<file path="src/rtl/ccff_pkg.sv">
// Shared types and helpers for the configuration-chain loader.
package ccff_pkg;

  typedef enum logic [1:0] {
    IDLE = 2'd0,
    LOAD = 2'd1,
    TEST = 2'd2,
    DONE = 2'd3
  } state_t;

  localparam logic MODE_LOAD     = 1'b0;
  localparam logic MODE_SELFTEST = 1'b1;

  // shift_count must reach CHAIN_LEN+3 (self-test length) without wrapping
  function automatic int count_width(input int chain_len);
    return $clog2(chain_len + 4);
  endfunction

endpackage

</file>
<file path="src/rtl/ccff_word_serializer.sv">
// One-word buffer that hands out NUM_CHAINS bits per shift, lowest bit group first.
// Exposes next-cycle head bits so the top can register them alongside shift_en.
module ccff_word_serializer
  import ccff_pkg::*;
#(
  parameter int NUM_CHAINS = 1,
  parameter int WORD_W     = 32
) (
  input  logic                  clk,
  input  logic                  srst,
  input  logic                  active,
  input  logic                  more,
  input  logic                  shift,
  input  logic                  in_valid,
  output logic                  in_ready,
  input  logic [WORD_W-1:0]     in_data,
  output logic                  bit_valid_next,
  output logic [NUM_CHAINS-1:0] head_next
);

  localparam int BPW = WORD_W / NUM_CHAINS;
  localparam int IW  = (BPW > 1) ? $clog2(BPW) : 1;

  // Row k holds the bits every chain receives on shift k of this word.
  typedef logic [BPW-1:0][NUM_CHAINS-1:0] word_t;

  word_t         buf_reg, buf_next;
  logic [IW-1:0] idx_reg, idx_next;
  logic          full_reg, full_next;
  logic          last_bit;

  assign last_bit = (idx_reg == IW'(BPW - 1));
  assign in_ready = active & more & (~full_reg | (shift & last_bit));

  always_comb begin
    buf_next  = buf_reg;
    idx_next  = idx_reg;
    full_next = full_reg;
    if (!active) begin
      // leaving LOAD discards whatever is left of the final word
      full_next = 1'b0;
    end else if (in_valid && in_ready) begin
      buf_next  = in_data;
      idx_next  = '0;
      full_next = 1'b1;
    end else if (shift) begin
      if (last_bit) full_next = 1'b0;
      else          idx_next  = idx_reg + IW'(1);
    end
  end

  assign bit_valid_next = full_next;
  assign head_next      = buf_next[idx_next];

  always_ff @(posedge clk) begin
    if (srst) begin
      buf_reg  <= '0;
      idx_reg  <= '0;
      full_reg <= 1'b0;
    end else begin
      buf_reg  <= buf_next;
      idx_reg  <= idx_next;
      full_reg <= full_next;
    end
  end

endmodule

</file>
<file path="src/rtl/ccff_chain_loader.sv">
// Configuration-chain programmer: loads NUM_CHAINS ccff chains from a word stream.
// Define CCFF_SELFTEST_EN to add the single-pulse chain-length self-test.
module ccff_chain_loader
  import ccff_pkg::*;
#(
  parameter int NUM_CHAINS = 1,
  parameter int CHAIN_LEN  = 29696,
  parameter int WORD_W     = 32
) (
  input  logic                              prog_clk,
  input  logic                              prog_reset,
  input  logic                              start,
  input  logic                              mode,
  input  logic                              in_valid,
  output logic                              in_ready,
  input  logic [WORD_W-1:0]                 in_data,
  output logic [NUM_CHAINS-1:0]             ccff_head,
  output logic                              ccff_shift_en,
  input  logic [NUM_CHAINS-1:0]             ccff_tail,
  output logic                              busy,
  output logic                              done,
  output logic [NUM_CHAINS-1:0]             test_fail_mask,
  output logic [count_width(CHAIN_LEN)-1:0] shift_count
);

  localparam int             CW        = count_width(CHAIN_LEN);
  localparam logic [CW-1:0]  LEN       = CW'(CHAIN_LEN);
  localparam logic [CW-1:0]  LAST_LOAD = CW'(CHAIN_LEN - 1);
  localparam logic [CW-1:0]  SAT       = CW'(CHAIN_LEN + 3);

  state_t                  state_reg;
  logic                    shift_en_reg;
  logic [NUM_CHAINS-1:0]   head_reg;
  logic [CW-1:0]           count_reg;
  logic [CW-1:0]           count_inc;
  logic                    done_reg;
  logic [NUM_CHAINS-1:0]   fail_reg;

  logic                    load_shift, final_load, ser_active, more_words;
  logic                    ser_valid_next, start_test;
  logic [NUM_CHAINS-1:0]   ser_head_next;

`ifdef CCFF_SELFTEST_EN
  localparam logic [CW-1:0] LAST_TEST = CW'(CHAIN_LEN + 2);
  assign start_test = (mode == MODE_SELFTEST);
`else
  logic unused_inputs;
  assign unused_inputs = mode ^ (^ccff_tail);
  assign start_test    = 1'b0;
`endif

  assign load_shift = (state_reg == LOAD) & shift_en_reg;
  assign final_load = load_shift & (count_reg == LAST_LOAD);
  assign ser_active = (state_reg == LOAD) & ~final_load;
  // Bits already committed (issued plus the one shifting now) decide whether another word is needed.
  assign more_words = (count_reg + CW'(shift_en_reg)) < LEN;
  assign count_inc  = (count_reg == SAT) ? count_reg : count_reg + CW'(1);

  ccff_word_serializer #(
    .NUM_CHAINS (NUM_CHAINS),
    .WORD_W     (WORD_W)
  ) u_ser (
    .clk            (prog_clk),
    .srst           (prog_reset),
    .active         (ser_active),
    .more           (more_words),
    .shift          (load_shift),
    .in_valid       (in_valid),
    .in_ready       (in_ready),
    .in_data        (in_data),
    .bit_valid_next (ser_valid_next),
    .head_next      (ser_head_next)
  );

  always_ff @(posedge prog_clk) begin
    if (prog_reset) begin
      state_reg    <= IDLE;
      shift_en_reg <= 1'b0;
      head_reg     <= '0;
      count_reg    <= '0;
      done_reg     <= 1'b0;
      fail_reg     <= '0;
    end else begin
      done_reg <= 1'b0;
      case (state_reg)
        IDLE: begin
          shift_en_reg <= 1'b0;
          head_reg     <= '0;
          if (start) begin
            count_reg <= '0;
            fail_reg  <= '0;
            if (start_test) begin
              state_reg    <= TEST;
              shift_en_reg <= 1'b1;
              head_reg     <= '1;
            end else begin
              state_reg <= LOAD;
            end
          end
        end
        LOAD: begin
          if (shift_en_reg) count_reg <= count_inc;
          if (final_load) begin
            state_reg    <= DONE;
            done_reg     <= 1'b1;
            shift_en_reg <= 1'b0;
            head_reg     <= '0;
          end else begin
            shift_en_reg <= ser_valid_next;
            head_reg     <= ser_head_next;
          end
        end
`ifdef CCFF_SELFTEST_EN
        TEST: begin
          count_reg <= count_inc;
          head_reg  <= '0;
          // pulse must appear exactly at k=CHAIN_LEN and be followed by two zeros
          if (count_reg == LEN)     fail_reg <= fail_reg | ~ccff_tail;
          else if (count_reg > LEN) fail_reg <= fail_reg | ccff_tail;
          if (count_reg == LAST_TEST) begin
            state_reg    <= DONE;
            done_reg     <= 1'b1;
            shift_en_reg <= 1'b0;
          end
        end
`endif
        default: begin
          state_reg    <= IDLE;
          shift_en_reg <= 1'b0;
          head_reg     <= '0;
        end
      endcase
    end
  end

  assign ccff_head      = head_reg;
  assign ccff_shift_en  = shift_en_reg;
  assign busy           = (state_reg == LOAD) | (state_reg == TEST);
  assign done           = done_reg;
  // never set without the self-test, so it reads as constant zero there
  assign test_fail_mask = fail_reg;
  assign shift_count    = count_reg;

endmodule
</file>
<file path="config.mk">
export PLATFORM = sky130hd
export DESIGN_NAME = ccff_chain_loader
export DESIGN_NICKNAME = d
export VERILOG_FILES = /design/src/rtl/ccff_pkg.sv /design/src/rtl/ccff_word_serializer.sv /design/src/rtl/ccff_chain_loader.sv
export SDC_FILE = /design/constraint.sdc
export NUM_CORES = 1
export LEC_CHECK = 0
export ABC_AREA = 1
export CAP_MARGIN = 40
export CORE_ASPECT_RATIO = 2
export CORE_UTILIZATION = 46
export CTS_CLUSTER_SIZE = 12
export DETAILED_ROUTE_END_ITERATION = 8
export DONT_BUFFER_PORTS = 1
export SLEW_MARGIN = 20
export SYNTH_ARGS = -nofsm -noshare
export SYNTH_HDL_FRONTEND = slang
export SYNTH_HIERARCHICAL = 1
export SYNTH_SLANG_ARGS = --single-unit
</file>
<file path="constraint.sdc">
create_clock -name prog_clk -period 2.3 [get_ports prog_clk]
set_input_delay 0.575 -clock prog_clk [delete_from_list [all_inputs] [get_ports prog_clk]]
set_output_delay 0.575 -clock prog_clk [all_outputs]
set_load 0.02 [all_outputs]
</file>
* Word level (Yosys, flattened, before mapping) *
Index checks and enable logic that the tools add are counted.

cells by class
  $add $sub $neg = 3
  $lt $le $gt $ge = 2
  equality and inequality tests = 9
  mux-type cells = 20
  bitwise gates (word level) = 11
  reduce and logical (&&, ||, !) cells = 7

operators with widths
  kind                     count
  $mux W32                 2
  $mux W15                 3
  $eq A15 B15 Y1 const B   2
  $pmux W15 S2             1
  $mux W5                  4
  $add A15 B1 Y15          1
  $add A15 B1 Y15 const B  1
  $lt A15 B15 Y1 const B   1
  $ne A2 B2 Y1 const B     4
  $and A1 B1 Y1            6
  $lt A5 B6 Y1 const B     1
  $mux W1                  6
  $add A5 B1 Y5 const B    1
  $bmux W1 S5              1
  $eq A5 B5 Y1 const B     1
  $mux W2                  2
  $pmux W2 S2              1
  $reduce_and A4 Y1        1
  $not A1 Y1               3
  $reduce_or A3 Y1         1
  $eq A2 B1 Y1 const B     1
  $eq A2 B2 Y1 const B     1
  $logic_not A2 Y1         1
  $or A1 B1 Y1             2
  4 further kinds          4

storage, ports and cells
  bits in registers = 58
  input bits = 38
  output and inout port bits = 21
  logic and storage cells = 91

* Logic depth before layout (Yosys ltp) *
Gate-level depths: netlist of the first run.

  depth in word-level cells = 12
  gate-level depth with buffers = 26
  mapped depth without buffers = 25

* Cells and area by module *
The synthesis of the first run kept the hierarchy.

by module, submodules not included
  module                instances  cells each  area an instance (µm²)  sequential area each (µm²)
  ccff_word_serializer  1          301         2000.7                  760.7
  ccff_chain_loader     1          221         1427.6                  400.4

* Least setup slack after synthesis of the first run *
No wires, ideal clock.

  path kind = register -> register
  from = register count_reg[2], in the netlist shift_count[2]
  to = register head_reg, in the netlist ccff_head
  arrival = 2.480 ns
  slack = -0.243 ns
  stages on the path, launching flop included = 22
  clock period less this slack = 2.543 ns
  cells stage by stage = dfxtp_1 > buf_2 > nand2_1 > nor2_1 > nand2_1 > nor2_1 > xor2_1 > nor2_1 > nand3_1 > nand2_1 > inv_2 > buf_1 > nand4_1 > nand3_1 > nand3_1 > nand3_1 > nand3_1 > nand2_1 > nand2_1 > nand2_1 > inv_1 > nor2_1

on the way
  elaborated cells on any way between the ends = 16
  those cells by class = 1 x add/sub; 1 x order compare; 1 x eq/ne; 6 x mux; 5 x bitwise; 2 x reduce/logical

RTL lines
  item                                        RTL line                    text
  start, declared                             ccff_chain_loader.sv:34     logic [CW-1:0] count_reg;
  start signal, assigned                      ccff_chain_loader.sv:102    if (shift_en_reg) count_reg <= count_inc;
  $add A15 B1 Y15 (*)                         ccff_chain_loader.sv:56     assign more_words = (count_reg + CW'(shift_en_reg)) < LEN;
  $lt A15 B15 Y1 (*)                          ccff_chain_loader.sv:56
  net more_words                              ccff_chain_loader.sv:39     logic load_shift, final_load, ser_active, more_words;
  $and A1 B1 Y1 (*) (2 in a row)              ccff_word_serializer.sv:33  assign in_ready = active & more & (~full_reg | (shift & last_bit));
  $logic_and A1 B1 Y1 (*)                     ccff_word_serializer.sv:42  end else if (in_valid && in_ready) begin
  $mux W32 / $mux W5 (equally long branches)  ccff_word_serializer.sv:42
  $mux W32 / $mux W5 (equally long branches)  ccff_word_serializer.sv:39  if (!active) begin
  $bmux W1 S5 (*)                             ccff_word_serializer.sv:53  assign head_next = buf_next[idx_next];
  $mux W1 (not written as such) (*)           ccff_word_serializer.sv:53
  net ser_head_next                           ccff_chain_loader.sv:41     logic [NUM_CHAINS-1:0] ser_head_next;
  end signal, assigned                        ccff_chain_loader.sv:110    head_reg <= ser_head_next;
  end, declared                               ccff_chain_loader.sv:33     logic [NUM_CHAINS-1:0] head_reg;

Mark *: on every way through the listed nets, which the timed path passes. The rest lies on a longest branch. The select of a mux whose other input is x is not followed.
A chain may end at the register's enable or synchronous reset.

* Final worst setup path of the first run *
  from = register count_reg[5], in the netlist shift_count[5]
  to = output in_ready

on the way
  elaborated cells on any way between the ends = 8
  those cells by class = 1 x add/sub; 1 x order compare; 1 x eq/ne; 5 x bitwise

RTL lines
  item                        RTL line                    text
  $add A15 B1 Y15             ccff_chain_loader.sv:56
  $lt A15 B15 Y1              ccff_chain_loader.sv:56
  net more_words              ccff_chain_loader.sv:39
  $and A1 B1 Y1 (2 in a row)  ccff_word_serializer.sv:33
  end, declared               ccff_chain_loader.sv:15     output logic in_ready,

The timed path passes the listed nets, and every way through them passes these cells.

==> results of run 1 <==
## power groups by stage
stage	Clock (W)	Combinational [W]	Sequential (W)
floorplan	0	0.00112	0.00138
global placement	0	0.00183	0.00131
detailed placement	0	0.00187	0.00132
CTS	0.00124	0.00217	0.00130
global route	0.00127	0.00248	0.00132
finish	0.00122	0.00228	0.00131
## cell usage in the layout, fill, tap and decap left out, types with 3 or more instances in the layout
master     count
a21oi_1       41
buf_12         6
buf_4         89
buf_6          4
clkbuf_16      9
clkinv_2       3
dfxtp_1       43
dfxtp_2        5
dfxtp_4       10
ha_1           3
inv_1         50
inv_2          6
nand2_1       97
nand2_2       26
nand2_4       15
nand3_1       50
nand3_2       22
nand4_1       28
nor2_1        44
nor2_2         5
nor2_4        10
o21ai_0        5
o21ai_2        5
o21ai_4        3
xor2_1         4
## routing by layer
metal / share of wire, % / vias to the layer above / routed length, µm / GRT usage, %
met5: 0 / - / 0 / 0
met4: 6.4 / 0 / 734 / 25.15
met3: 2.6 / 47 / 299 / 5.769
met2: 58 / 103 / 6658 / 60.42
met1: 33 / 1803 / 3783 / 26.55
li1: - / 1894 / - / -
## per-stage QoR
| step | setup WS [ns] | std cells | TNS, ns | total power (W) | util [%] |
|---|---|---|---|---|---|
| 2_1_floorplan | 0.001064 | 522 | 0 | 0.002509 | - |
| 3_3_place_gp | -0.2865 | 683 | -0.2865 | 0.003143 | 58.22 |
| 3_5_place_dp | -0.3386 | 683 | -0.3386 | 0.003182 | 58.22 |
| 4_1_cts | -0.1569 | 707 | -0.2816 | 0.004708 | 67.71 |
| 5_1_grt | -0.3875 | 711 | -0.7560 | 0.005076 | 70.51 |
| 6_report | -0.2624 | 711 | -0.4762 | 0.004799 | 70.51 |
## worst reg2reg max path: cells and delay by family, from the launching register on
family	cells	cell delay, ns
DFF	1	0.37
buffers and inverters	4	0.41
xor gates and xnor gates	1	0.19
AOI/OAI and AO/OA	1	0.18
and+or+nand+nor	16	1.24
## cell families (layout without fill, tap and decap cells)
| family | count (synthesis) | count (layout) | share of synthesized area [%] |
|---|---|---|---|
| other cells | 1 | 1 | 0.1094 |
| buf+inv | 82 | 179 | 10.47 |
| flops | 58 | 58 | 33.87 |
| simple gates | 310 | 310 | 42.85 |
| xor+xnor | 4 | 4 | 1.022 |
| fa+ha+maj | 5 | 5 | 1.825 |
| compound gates | 62 | 62 | 9.854 |
## worst min-delay path by stage
stage,start,end,depth (start not counted)
2_1_floorplan,state_reg[1],state_reg[1],2
3_3_place_gp,state_reg[1],state_reg[1],2
3_5_place_dp,u_ser/buf_reg[26],u_ser/buf_reg[26],2
4_1_cts,prog_reset,shift_count[6],1
5_1_grt,prog_reset,shift_count[6],1
6_report,prog_reset,shift_count[6],1
## final cells by class
type                    instances  area [µm²]
multi-input cells             382        2311
fillers                       631        2127
flip-flops and latches         58        1205
repair buffers                103       935.9
inverters                      60       245.2
clock buffers                  11       242.7
well taps                      92       115.1
clock inverters                 5       30.03
## timing repair
action | in CTS | in global routing
pin swaps | 22 | 36
cloned | 3 | 0
setup endpoints to repair | 2 | 4
gates resized for setup | 72 | 48
setup buffers | 6 | 4
==> metrics.txt, run 1 <==
status complete, but fails checks; failing checks negative setup slack; clock sink total 58; CTS max path bufs 2; # port buffers 0; DRT antenna net count 0; Reg2Reg Depth 22; die height 124.1 µm; Clock transition at path regs 0.05 ns; Synthesized Nets 565; Clock power frac 25.3%; minimum clock period after layout 2.562 ns; critical path arrival 1.99 ns; gpl congestion 0.9081; worst reg2reg path startpoint shift_count[5]; Synth Cell Area 3428 µm²; area leader, netlist dfxtp_1; Startpoint Class register; num rows 44; Levels on crit path 12; Tcrit/Tclk final 111.4%; leakage power 2.323 nW; hold_ws 0.3040 ns; final wirelength 11480 µm; global-route wire length before repair 18060 µm; Fmax 0.3903 GHz; skew final 0.003462 ns; Distinct cells, synth 35; initial antenna violation count 0; Syn Area/Cell 6.568 µm²; Worst IR Drop VDD 0.4935 mV; worst setup slack after layout -0.2624 ns; drt drc 0; TritonRoute pass-1 iters 4; Slew Viols, Final 0; layout cell share with drive strength beyond 1 38.77%; switching pwr 0.001863 W; core area 7212 µm²; slowest cell delay on critical path 0.37 ns; Synthesis Warnings 6; Avg WL per Cell 16.14 µm; Setup crit end kind output pin; Root Buffer Master clkbuf_16; Synth async-reset ratio 0%; Synth Flop Type dfxtp_1; pwr/cell area 943.7 nW/µm²; # IOs 59; area delta synth->final 48.32%; Final nets 657; final global-route overflow total 0; Synth top cells by count 129 x nand2_1, 71 x nand3_1, 58 x dfxtp_1; worst setup path end in_ready; H-tree levels 3; Seq/Total Area, Yosys 33.87%; max-cap violation count 0; CP cell instances nand2_4 -> nor2_4 -> nand2_2 -> nor2_2 -> xor2_1 -> nor2_2 -> nand3_2 -> nand2_4 -> buf_4 -> buf_6 -> nor2_4 -> buf_6; vias in the first global route 3855; critical path's top delay family simple AND/OR/NAND/NOR gates; clk_lat worst skew 0.33 ns; Num CTS Buffers 9; crit path kind reg2out; Post-synth EDFFs 0; Synth top area share 33.87%; Comb power frac 47.4%; CTS Hold Bufs 0; Initial Utilization 47.54%; die area 7823 µm²; final hold vios 0; HPWL Detailed 8124 µm; maximum number of pins on one net before global-route repair 49; sw frac 38.82%; Die Wd 63.05 µm; Critical path buffers and inverters 3; diode count 0; area post-placement 4199 µm²; starting DRC count in detailed routing 228; RSZ-0062 raised after global routing true; top cells by area, synth dfxtp_1 34%, nand2_1 14%, nand3_1 10%, a21oi_1 6.0%, inv_1 5.8%; Worst Setup SP shift_count[5]; number of flip-flops in the largest register 32; Vias 3847; Yosys reg bits 58; Worst EP required 1.73 ns; CTS tree built; Worst R2R Setup Slack -0.21 ns; Syn Inst Count 522; Seq pwr share 27.2%; fin area 5085 µm²; P_int 0.002936 W; reg2reg end ccff_head; Hold Crit Class in2reg; Crit Path Max Fanout 4; CP max stage cell dfxtp_4; vias per std cell 5.411; setup violators final 2; most common cell in the netlist nand2_1; Total GRT Usage 30.98%
No activity file was read; power rests on OpenSTA's default activity.
==> run 2, diff against run 1 <==
clock period = 3.25 ns   (was 2.3 ns; I/O delays follow)
==> run 2 against run 1 <==
Net effect: critical path depth decreased by 2; first-iteration DRC count fell by 2.6%; sequential power is 31% lower; final area fell by 24%; clock power fell by 27%; via count fell by 11%; count of clock-buffer cells in the layout grew 3; power shrank 40%; combinational power down 53%; utilization is 17 points lower; the flow now finishes without violations; sequential share of layout area is 6.2 points higher; flip-flop and latch count unchanged.
==> metrics.txt, run 2 (synthesis results as in run 1) <==
Root Buffer Master clkbuf_16; core area 7212 µm² (unchanged); layout cell share with drive strength beyond 1 12.27% (-27 points); setup violators final 0 (-2); H-tree levels 3 (unchanged); TritonRoute pass-1 iters 7 (+3); Worst IR Drop VDD 0.3987 mV (-19%); most frequent CP cell nor2_1; minimum clock period after layout 2.945 ns; Setup crit end kind output pin; area delta synth->final 13.25%; Hold Crit Class reg2reg; # IOs 59 (unchanged); final hold vios 0 (unchanged); final wirelength 9673 µm (-16%); post-route setup TNS 0 ns (+0.4762 ns); Final nets 576 (-12%); DRT antenna net count 0 (unchanged); max_slew headroom 63.21%; area post-placement 3567 µm² (-15%); pwr/cell area 738.8 nW/µm² (-22%); critical path's top delay family simple AND/OR/NAND/NOR gates; commonest non-fill, non-tap cell in the layout nand2_1; leakage power 1.711 nW (-26%); hold_sp u_ser/buf_reg[14]; gpl congestion 0.8780 (-3.3%); Critical path buffers and inverters 1 (-2); Worst EP required 2.44 ns (+0.71 ns); Avg WL per Cell 15.35 µm (-4.9%); Vias 3432 (-11%); CP cell instances buf_4 -> nand2_1 -> nor2_1 -> nand2_1 -> nor2_1 -> xor2_1 -> nor2_1 -> nand3_1 -> nand2_1 -> nor2_1; clock sink total 58 (unchanged); HPWL Detailed 7224 µm (-11%); diode count 0 (unchanged); Crit Path Max Fanout 4 (unchanged); maximum number of pins on one net before global-route repair 49 (unchanged); Tcrit/Tclk final 90.61%; CTS tree built; Initial Utilization 47.54% (unchanged); CP max stage cell dfxtp_1; hold path cells 2 (+1); skew final 0.005761 ns (+0.002299 ns); vias in the first global route 3292 (-15%); Num CTS Buffers 9 (unchanged); final core occ 53.83% (-17 points); drt drc 0 (unchanged); register area 1161 µm² (-3.6%); Total GRT Usage 26.74% (-4.2 points); Slew Viols, Final 0 (unchanged); num rows 44 (unchanged); die height 124.1 µm (unchanged); status finished clean; clk_lat worst skew 0.33 ns (about the same); crit path kind reg2out; worst-margin pin slew 0.5507 ns; Setup WS pre-CTS 0.3772 ns (+0.7158 ns); Die Wd 63.05 µm (unchanged); worst reg2reg path startpoint shift_count[1]; Clock transition at path regs 0.05 ns (about the same); RSZ-0062 raised after global routing false; global-route wire length before repair 15610 µm (-14%); initial antenna violation count 0 (unchanged); starting DRC count in detailed routing 222 (-2.6%); number of flip-flops in the largest register 32 (unchanged); Fmax 0.3396 GHz; die area 7823 µm² (unchanged); Reg2Reg Depth 24 (+9.1%); worst setup slack after layout 0.3051 ns (+0.5675 ns); max-cap violation count 0 (unchanged); slowest cell delay on critical path 0.36 ns (about the same); vias per std cell 5.448 (+0.68%); most frequent cells in the layout 129 x nand2_1, 71 x nand3_1, 58 x dfxtp_1; FILL cells 741 (+17%); CTS Hold Bufs 0 (unchanged); # port buffers 0 (unchanged); final global-route overflow total 0 (unchanged); Levels on crit path 10 (-2); CTS max path bufs 2 (unchanged); Multi-input gate area 1917 µm² (-17%); critical path arrival 2.13 ns (+0.14 ns); fin area 3882 µm² (-24%); Worst Setup SP shift_count[1]; Startpoint Class register
==> run 2: area by class of cell <==
class                           instances  area share [%]
Multi-Input combinational cell        382           49.37
Tap cell                               92           2.965
Clock inverter                          2          0.2578
Timing Repair Buffer                   22           4.576
Inverter                               60           5.865
Clock buffer                           14           7.058
Sequential cell                        58           29.91
==> run 2: worst reg2reg max path: cells and delay by family (launching register included) <==
| kind | cells | cell delay, ns |
|---|---|---|
| and+or+nand+nor | 18 | 1.70 |
| DFF | 1 | 0.36 |
| adders and majority gates | 1 | 0.26 |
| buffers and inverters | 5 | 0.47 |
==> run 2: final timing paths <==
kind / endpoint / slack, ns
worst max-delay path: in_ready / 0.31
worst min-delay path: u_ser/buf_reg[14] / 0.46
worst max register to register: ccff_head / 0.36
worst min register to register: u_ser/buf_reg[14] / 0.46
==> run 2: report_power, final <==
part / total, W / switching (W) / internal [W]
clock: 0.000893 / 0.000318 / 0.000575
sequential: 0.000908 / 0.0000705 / 0.000837
combinational: 0.00107 / 0.000723 / 0.000345
==> run 2: metal layers <==
metal,global-route usage [%],routed length [µm]
met3,2.930,340
met4,20.93,488
met2,51.88,5553
met1,24.72,3291
met5,0,0
==> run 2: metrics by stage <==
stage / hold WS (ns) / power, W / cells
final: 0.4611 / 0.002869 / 630
after CTS: 0.4616 / 0.002879 / 627
after global placement: 0.4453 / 0.001955 / 611
after detailed placement: 0.4534 / 0.001971 / 611
after global routing: 0.4758 / 0.003061 / 630
after floorplan: 0.4391 / 0.001734 / 522
==> run 2: repair_timing <==
item                                    CTS  global route
endpoints found under the setup margin    0             1
buffers inserted                          0             3
gates resized for setup                   0             1
endpoints found under the hold margin     0             0
==> RTL edit, RTL diff (settings of run 1) <==
Encoding of `state_t`: now Gray code (2 bits for 4 states).
--- a/src/rtl/ccff_pkg.sv
+++ b/src/rtl/ccff_pkg.sv
@@ -3,8 +3,8 @@
 
   typedef enum logic [1:0] {
-    IDLE = 2'd0,
-    LOAD = 2'd1,
-    TEST = 2'd2,
-    DONE = 2'd3
+    IDLE = 2'b00,
+    LOAD = 2'b01,
+    TEST = 2'b11,
+    DONE = 2'b10
   } state_t;
 
Formal check against the unedited RTL: no difference found for any inputs over 10 cycles, from zero or initial values and one cycle with prog_reset high; not proved beyond that.
==> RTL edit against run 1 <==
- the flow still finishes with violations (negative setup slack)
- die area shrank 2.1%
- final area shrank 2.5%
- sequential cell count is the same
- synthesized area shrank 2.1%
- wire length shrank 4.5%
- worst setup slack gained 22 ps
- sequential share of layout area grew 0.23 points
Power is not compared: it rests on default switching activity, and its combinational part moved more than twofold at a synthesized area within 25%.
==> RTL edit: results (changes against run 1) <==
\begin{tabular}{lr}
\hline
Metric & Value \\
\hline
\multicolumn{2}{l}{\textbf{Run status}} \\
Outcome & complete, but fails checks \\
Violated checks & negative setup slack \\
\multicolumn{2}{l}{\textbf{Floorplan}} \\
Core region area & 6990 um\^{}2 (-3.0\%) \\
\multicolumn{2}{l}{\textbf{Detailed routing}} \\
Met2 Wirelength & 6.24 mm (-6.2\%) \\
Wire per inst & 15.7 um (-3.0\%) \\
Wire length on met1 & 3.53 mm (-6.7\%) \\
DRC violation total after the first TritonRoute iteration & 159 (-30\%) \\
Vias & 3703 (-3.7\%) \\
\multicolumn{2}{l}{\textbf{Placed design}} \\
Area of placed instances & 4100 um\^{}2 (-2.3\%) \\
Weighted congestion at the end of routability-driven global placement & 0.944 (+4.0\%) \\
Dpl ws & -286 ps (+52.4 ps) \\
HPWL after DPL & 7.73 mm (-4.9\%) \\
\multicolumn{2}{l}{\textbf{Final layout}} \\
Non-clock buffer area fraction after layout & 19.0\% (+0.60 points) \\
Fraction of final layout cells sized beyond drive strength 1 & 39.2\% (+0.41 points) \\
Count of non-CTS buffers in the layout & 108 (+4.9\%) \\
Layout filler cell count & 614 (-2.7\%) \\
Multi-input logic cell count & 360 (-5.8\%) \\
Finished Core Util & 70.9\% (+0.37 points) \\
Multi-input combinational cell area & 2150 um\^{}2 (-6.8\%) \\
Nets & 646 (-1.7\%) \\
Number of non-clock inverters & 69 (+15\%) \\
Area occupied by registers & 1190 um\^{}2 (-1.6\%) \\
\# clk buffers & 13 (+2) \\
\multicolumn{2}{l}{\textbf{STA}} \\
Minimum setup slack in the final design & -240 ps (+21.9 ps) \\
Worst hold slack across all endpoints & 318 ps (+14.3 ps) \\
Final setup violation count & 2 (unchanged) \\
Fin Clk Skew & 8.53 ps (+5.07 ps) \\
\multicolumn{2}{l}{\textbf{Global route}} \\
Overall Global Routing Usage & 28.9\% (-2.1 points) \\
Via count of the first global-routing pass & 3630 (-5.8\%) \\
Largest net degree at the start of global routing & 43 (-12\%) \\
Wire length of the first global-routing pass & 16.6 mm (-8.2\%) \\
\multicolumn{2}{l}{\textbf{Synthesis}} \\
Leading post-synthesis cells by instance count & sky130\_fd\_sc\_hd\_\_nand2\_1 (129), sky130\_fd\_sc\_hd\_\_inv\_1 (61), sky130\_fd\_sc\_hd\_\_dfxtp\_1 (58) \\
Top post-synthesis cells by area & sky130\_fd\_sc\_hd\_\_dfxtp\_1 (35\%), sky130\_fd\_sc\_hd\_\_nand2\_1 (14\%), sky130\_fd\_sc\_hd\_\_nand3\_1 (8.1\%), sky130\_fd\_sc\_hd\_\_inv\_1 (6.8\%), sky130\_fd\_sc\_hd\_\_nor2\_1 (6.0\%) \\
Number of nets produced by synthesis & 548 (-3.0\%) \\
\multicolumn{2}{l}{\textbf{Critical path}} \\
Critical path peak fanout & 5 (+1) \\
Data arrival time of the worst path & 2760 ps (+770 ps) \\
\hline
\end{tabular}
## RTL edit: cell families (layout without fill, tap and decap cells)
group | Yosys count | in the layout | synth area share, %
compound gates | 52 | 52 | 8.58
buf+inv | 91 | 192 | 11.7
simple gates | 295 | 296 | 41.9
fa+ha+maj | 2 | 2 | 0.746
other cells | 1 | 1 | 0.112
flops | 58 | 58 | 34.6
xor+xnor | 9 | 9 | 2.35
## RTL edit: path summary, 6_finish.rpt
kind                         start          endpoint  depth (start not counted)
setup / recovery    shift_count[0]         ccff_head                         23
hold / removal          prog_reset    shift_count[9]                          1
setup reg to reg    shift_count[0]         ccff_head                         23
hold reg to reg   u_ser/buf_reg[9]  u_ser/buf_reg[9]                          4
## RTL edit: repair_timing
action,CTS,global route
pin swaps,6,39
gates resized for setup,20,84
setup buffers,6,7
cloned,1,3
endpoints found under the setup margin,3,6
## RTL edit: metal layers
layer  vias to the layer above  track usage (%)
met3                        42             5.02
met1                      1725             24.5
met2                       111             57.0
li1                       1825                -
met4                         0             23.5
met5                         -                0
